$ cat config.mk
export PLATFORM = sky130hd
export DESIGN_NAME = stage_ex_muldiv_flat
export DESIGN_NICKNAME = d
export VERILOG_FILES = /design/src/rtl/stage_ex_muldiv_if.sv /design/src/rtl/stage_ex_muldiv.sv /design/src/flat_wrapper.sv
export SDC_FILE = /design/constraint.sdc
export NUM_CORES = 2
export LEC_CHECK = 0
export CAP_MARGIN = 20
export CORE_ASPECT_RATIO = 0.6
export CORE_UTILIZATION = 38
export CTS_BUF_LIST = sky130_fd_sc_hd__clkbuf_16
export DETAILED_ROUTE_END_ITERATION = 8
export HOLD_SLACK_MARGIN = 0.02
export SLEW_MARGIN = 20
export SYNTH_ARGS = -nofsm -noshare
export SYNTH_HDL_FRONTEND = slang
export SYNTH_SLANG_ARGS = --single-unit
$ cat constraint.sdc
create_clock -name clk -period 19.3 [get_ports clk]
set_clock_uncertainty 0.05 [all_clocks]
set_input_delay 3.86 -clock clk [delete_from_list [all_inputs] [get_ports clk]]
set_output_delay 3.86 -clock clk [all_outputs]
set_load 0.03 [all_outputs]
$ cat src/rtl/stage_ex_muldiv_if.sv
// stage_ex_muldiv_if: issue/result bundle between the EX stage and the mul/div unit
interface stage_ex_muldiv_if #(
  parameter int XLEN = 32
);
  logic            start;
  logic [2:0]      funct3;
  logic [XLEN-1:0] op_a;
  logic [XLEN-1:0] op_b;
  logic [4:0]      rd_in;
  logic            flush;
  logic            busy;
  logic            done;
  logic [XLEN-1:0] result;
  logic [4:0]      rd_out;
  modport master (
    output start, funct3, op_a, op_b, rd_in, flush,
    input  busy, done, result, rd_out
  );
  modport slave (
    input  start, funct3, op_a, op_b, rd_in, flush,
    output busy, done, result, rd_out
  );
endinterface

$ cat src/rtl/stage_ex_muldiv.sv
// stage_ex_muldiv: multi-cycle RV32M/RV64M multiply/divide unit for the EX stage
module stage_ex_muldiv #(
  parameter int XLEN        = 32,
  parameter int MUL_LATENCY = 2
) (
  input logic              clk,
  input logic              rst,
  stage_ex_muldiv_if.slave bus
);
  localparam int CW = $clog2((XLEN > MUL_LATENCY ? XLEN : MUL_LATENCY) + 1);
  localparam int PW = 2 * XLEN + 2;
  localparam logic [XLEN-1:0] MIN = {1'b1, {(XLEN-1){1'b0}}};
  typedef enum logic [1:0] {IDLE, MUL, DIV, DONE} state_t;
  state_t          state, state_n;
  logic [2:0]      f3_r;
  logic [XLEN-1:0] a_r, b_r, rem_r, quo_r, dvs_r, result_r;
  logic [4:0]      rd_r, rd_out_r;
  logic [CW-1:0]   cnt;
  logic            q_neg, r_neg;
  logic            accept, sgn_in, neg_a, neg_b, dz, ovf, special;
  logic [XLEN-1:0] abs_a, abs_b, spec_res;
  logic [2:0]      f;
  logic [XLEN-1:0] sa, sb;
  logic signed [XLEN:0] ma, mb;
  logic signed [PW-1:0] prod;
  logic [XLEN-1:0] mul_res;
  logic [XLEN:0]   rem_sh, sub;
  logic            ge;
  logic [XLEN-1:0] rem_n, quo_n, div_res, fin_res;
  // Issue decode, special-case detection, shared multiplier and one restoring divide step
  always_comb begin
    accept   = state == IDLE && bus.start && !bus.flush;
    sgn_in   = !bus.funct3[0];
    neg_a    = sgn_in && bus.op_a[XLEN-1];
    neg_b    = sgn_in && bus.op_b[XLEN-1];
    abs_a    = neg_a ? -bus.op_a : bus.op_a;
    abs_b    = neg_b ? -bus.op_b : bus.op_b;
    dz       = bus.op_b == '0;
    ovf      = sgn_in && bus.op_a == MIN && bus.op_b == '1;
    special  = bus.funct3[2] && (dz || ovf);
    spec_res = bus.funct3[1] ? (dz ? bus.op_a : '0) : (dz ? '1 : bus.op_a);
    f        = state == IDLE ? bus.funct3 : f3_r;
    sa       = state == IDLE ? bus.op_a : a_r;
    sb       = state == IDLE ? bus.op_b : b_r;
    ma       = {f[1:0] != 2'b11 && sa[XLEN-1], sa};
    mb       = {!f[1] && sb[XLEN-1], sb};
    prod     = PW'(ma) * PW'(mb);
    mul_res  = f[1:0] == 2'b00 ? prod[XLEN-1:0] : prod[2*XLEN-1:XLEN];
    rem_sh   = {rem_r, quo_r[XLEN-1]};
    sub      = rem_sh - {1'b0, dvs_r};
    ge       = !sub[XLEN];
    rem_n    = ge ? sub[XLEN-1:0] : rem_sh[XLEN-1:0];
    quo_n    = {quo_r[XLEN-2:0], ge};
    div_res  = f3_r[1] ? (r_neg ? -rem_n : rem_n) : (q_neg ? -quo_n : quo_n);
    fin_res  = state == IDLE ? (bus.funct3[2] ? spec_res : mul_res) : state == MUL ? mul_res : div_res;
  end
  // Next-state: specials and single-cycle multiplies resolve at accept, flush aborts anything in flight
  always_comb begin
    state_n = state;
    case (state)
      IDLE:    if (accept) state_n = bus.funct3[2] ? (special ? DONE : DIV) : (MUL_LATENCY == 1 ? DONE : MUL);
      MUL:     if (cnt == CW'(MUL_LATENCY - 2)) state_n = DONE;
      DIV:     if (cnt == CW'(XLEN - 1)) state_n = DONE;
      default: state_n = IDLE;
    endcase
    if (bus.flush) state_n = IDLE;
  end
  // State register
  always_ff @(posedge clk or posedge rst) begin
    if (rst) state <= IDLE;
    else state <= state_n;
  end
  // Operand latch, iteration counter, divider shift registers and committed result
  always_ff @(posedge clk or posedge rst) begin
    if (rst) begin
      f3_r     <= '0;
      a_r      <= '0;
      b_r      <= '0;
      rd_r     <= '0;
      cnt      <= '0;
      rem_r    <= '0;
      quo_r    <= '0;
      dvs_r    <= '0;
      q_neg    <= 1'b0;
      r_neg    <= 1'b0;
      result_r <= '0;
      rd_out_r <= '0;
    end else begin
      if (accept) begin
        f3_r  <= bus.funct3;
        a_r   <= bus.op_a;
        b_r   <= bus.op_b;
        rd_r  <= bus.rd_in;
        cnt   <= '0;
        rem_r <= '0;
        quo_r <= abs_a;
        dvs_r <= abs_b;
        q_neg <= neg_a ^ neg_b;
        r_neg <= neg_a;
      end else if (state == MUL || state == DIV) begin
        cnt <= cnt + 1'b1;
      end
      if (state == DIV) begin
        rem_r <= rem_n;
        quo_r <= quo_n;
      end
      if (state_n == DONE && state != DONE) begin
        result_r <= fin_res;
        rd_out_r <= state == IDLE ? bus.rd_in : rd_r;
      end
    end
  end
  assign bus.busy   = state != IDLE;
  assign bus.done   = state == DONE;
  assign bus.result = result_r;
  assign bus.rd_out = rd_out_r;
endmodule

$ cat src/flat_wrapper.sv
// flat-port wrapper written by rule: the top's interface ports become plain ports
module stage_ex_muldiv_flat 
#(
  parameter int XLEN        = 32,
  parameter int MUL_LATENCY = 2
)
  (clk, rst, bus_start, bus_funct3, bus_op_a, bus_op_b, bus_rd_in, bus_flush, bus_busy, bus_done, bus_result, bus_rd_out);
  stage_ex_muldiv_if #(.XLEN(XLEN)) bus_i ();
  input logic clk;
  input logic rst;
  input wire logic [$bits(bus_i.start)-1:0] bus_start;
  input wire logic [$bits(bus_i.funct3)-1:0] bus_funct3;
  input wire logic [$bits(bus_i.op_a)-1:0] bus_op_a;
  input wire logic [$bits(bus_i.op_b)-1:0] bus_op_b;
  input wire logic [$bits(bus_i.rd_in)-1:0] bus_rd_in;
  input wire logic [$bits(bus_i.flush)-1:0] bus_flush;
  output wire logic [$bits(bus_i.busy)-1:0] bus_busy;
  output wire logic [$bits(bus_i.done)-1:0] bus_done;
  output wire logic [$bits(bus_i.result)-1:0] bus_result;
  output wire logic [$bits(bus_i.rd_out)-1:0] bus_rd_out;
  assign bus_i.start = bus_start;
  assign bus_i.funct3 = bus_funct3;
  assign bus_i.op_a = bus_op_a;
  assign bus_i.op_b = bus_op_b;
  assign bus_i.rd_in = bus_rd_in;
  assign bus_i.flush = bus_flush;
  assign bus_busy = bus_i.busy;
  assign bus_done = bus_i.done;
  assign bus_result = bus_i.result;
  assign bus_rd_out = bus_i.rd_out;
  stage_ex_muldiv #(.XLEN(XLEN), .MUL_LATENCY(MUL_LATENCY)) u_core (.clk(clk), .rst(rst), .bus(bus_i));
endmodule
==> reports/results.ini <==
[clocking]
cts_resized = 0
htree_levels = 1
cts_root_buf = clkbuf_16
insertion_delay_ns = 0.59
cts_buffers = 22
hold_buffers = 0
clkSinkCount = 213
cts.reportedPaths.clkPinSlew_ns = 0.07
cts_tree = built
post_cts.repair.setup_buffers = 0
clk_path_buf_depth = 3

[place]
post-place-cells = 8062
port_buffers = 114
hpwl_mm = 173.5
place_ws_ns = 5.205
gp_congestion = 1.013

[floorplanning]
core-area_sq_um = 139800
die_area_sq_um = 143000
initial_core_util_pct = 38.45
ios = 115
die_h_microns = 293.3
rows = 106
die-width_microns = 487.5

[synth]
synth_seq_cells = 213
syn_nets = 7731
synth_warnings = 0
postSynthAreaPerCell_sq_um = 8.568
synthFlopType = dfrtp_1
synth_edf_count = 0
async_flop_share_pct = 100.0
synthDistinctLibCells = 99
synthesis.area_sq_um = 53750
synth_seq_area_share_pct = 9.917
synth_cells = 6273

[timing]
fmax_mhz = 73.55
worstMarginPinSlew_ns = 1.211
rsz0062_at_grt = no
timing.slew.headroom_pct = 17.53
fin_crit_ns = 13.60
setup_viol = 0
maxSlewViolCount = 0
hold_viol = 0
fin_crit_sh_pct = 70.45
fin_setup_tns_ns = 0
fin_ws_ns = 5.703

[layout]
syn2layout_area_growth_pct = 7.603
final_common_cell = inv_1
nFillCells = 14053
fin_util_pct = 41.37
drive_gt1_share_pct = 5.072
fin_nets = 7654
regArea_sq_um = 5331
most-common-layout-cells = inv_1 (1163), nand2_1 (1160), fa_1 (1125), nor2_1 (550), ha_1 (254)
multiInputGateArea_sq_um = 43000
stdcell_count = 8104

[drt]
viasPerCell = 5.608
ant_nets = 0
wl_mm = 216.6
wl_per_cell_microns = 26.73
drt_iter0_drc = 6126
vias = 45446
drt_pre_antenna_iters = 8
route.detailed.drc = 0

[min_path]
hp-class = flip-flop to flip-flop

[global_routing]
antenna_found_initial = 5
track_usage_pct = 30.69
grt_max_degree = 120
grt_pass1_vias = 45107
grt_overflow = 0
grt_first_pass_wirelength_mm = 319.0

[worst_setup_path]
cp-start-kind = input pin
critPathKind = input pin to flip-flop
cp_common_cell = fa_1
cp.required_ns = 19.70
endpoint_kind = flip-flop
critical_path.slowest_cell = mux2i_4
cpPeakStageDelay_ns = 0.99
path_buf_inv = 5
critPathTopFamily = adder cells
critPathMaxFanout = 18
cp.arrival_ns = 13.99

[status]
status = finished, final reports clean

[flow_run]
maxCapViolCount = 0

-- registers in the layout, indices dropped and copies added, names as in the netlist, 5 cells and up --
| name | cells |
|---|---|
| u_core.quo_r | 32 |
| u_core.cnt | 6 |
| u_core.rem_r | 32 |
| u_core.a_r | 32 |
| u_core.b_r | 31 |
| u_core.dvs_r | 32 |
| u_core.rd_r | 5 |
| u_core.bus.rd_out | 5 |
| u_core.bus.result | 32 |
-- path summary, 6_finish.rpt --
path | startpoint | to | slack [ns] | cells after the start
max | bus_op_b[9] | u_core.bus.result[29] | 5.70 | 28
min | u_core.b_r[6] | u_core.b_r[6] | 0.43 | 2
max reg2reg | u_core.state[0] | u_core.bus.result[29] | 7.55 | 30
min reg2reg | u_core.b_r[6] | u_core.b_r[6] | 0.43 | 2
max in group asynchronous | rst | u_core.quo_r[2] | 13.07 | 4
min in group asynchronous | rst | u_core.dvs_r[22] | 3.72 | 2
-- tightest hold or removal path, delay by kind of cell (launching register included) --
kind	cells	cell delay (ns)
DFF	1	0.34
and+or+nand+nor	2	0.10
-- metal layers --
metal	GRT usage (%)	up-vias	routed length (microns)	part of all wire [%]
met5	0	-	0	0
met4	4.847	0	3934	1.8
met3	11.04	243	31550	15
met2	39.04	2820	80590	37
met1	48.82	23251	100500	46
li1	-	19132	-	-
-- through the flow --
step / instance area (sq um) / hold slack (ns)
after CTS: 57800 / 0.4272
after global routing: 57830 / 0.4523
after detailed placement: 57100 / 0.4103
final: 57830 / 0.4268
after global placement: 57100 / 0.4035
after floorplan: 53750 / 0.3917
-- cells by family (layout without fill, tap and decap cells) --
family	Yosys count	after routing	share of synthesized area [%]
mux	172	172	3.415
compound gates	780	780	9.216
other cells	0	3	0
fa+ha+maj	1383	1383	47.92
buf+inv	1499	1437	10.55
simple gates	2016	2016	15.55
flops	213	213	9.917
xor+xnor	210	210	3.436
-- final cells by class --
type,instances,area share [%]
Multi-Input combinational cell,4561,74.35
Sequential cell,213,9.219
Inverter,1163,7.561
Tap cell,1890,4.089
Timing Repair Buffer,235,3.557
Clock buffer,23,0.9952
Clock inverter,16,0.2185
Antenna cell,3,0.01298
-- synthesized netlist by cell type, drive strengths merged (48+ instances only) --
| cell | instances | share of area (%) |
|---|---|---|
| clkbuf | 285 | 2.0 |
| fa | 1126 | 42 |
| dfrtp | 213 | 9.9 |
| buf | 51 | 0.44 |
| xor2 | 95 | 1.5 |
| nor3 | 58 | 0.54 |
| a21oi | 224 | 2.1 |
| xnor2 | 115 | 1.9 |
| ha | 256 | 6.0 |
| nor2 | 551 | 3.8 |
| a21o | 48 | 0.67 |
| mux2 | 75 | 1.6 |
| mux2i | 97 | 1.8 |
| inv | 1161 | 8.1 |
| o21ai | 240 | 2.2 |
| nand2 | 1160 | 8.1 |
Power is not shown: default switching activity piles up to over one toggle a cycle in this logic, so the estimate is an artifact.
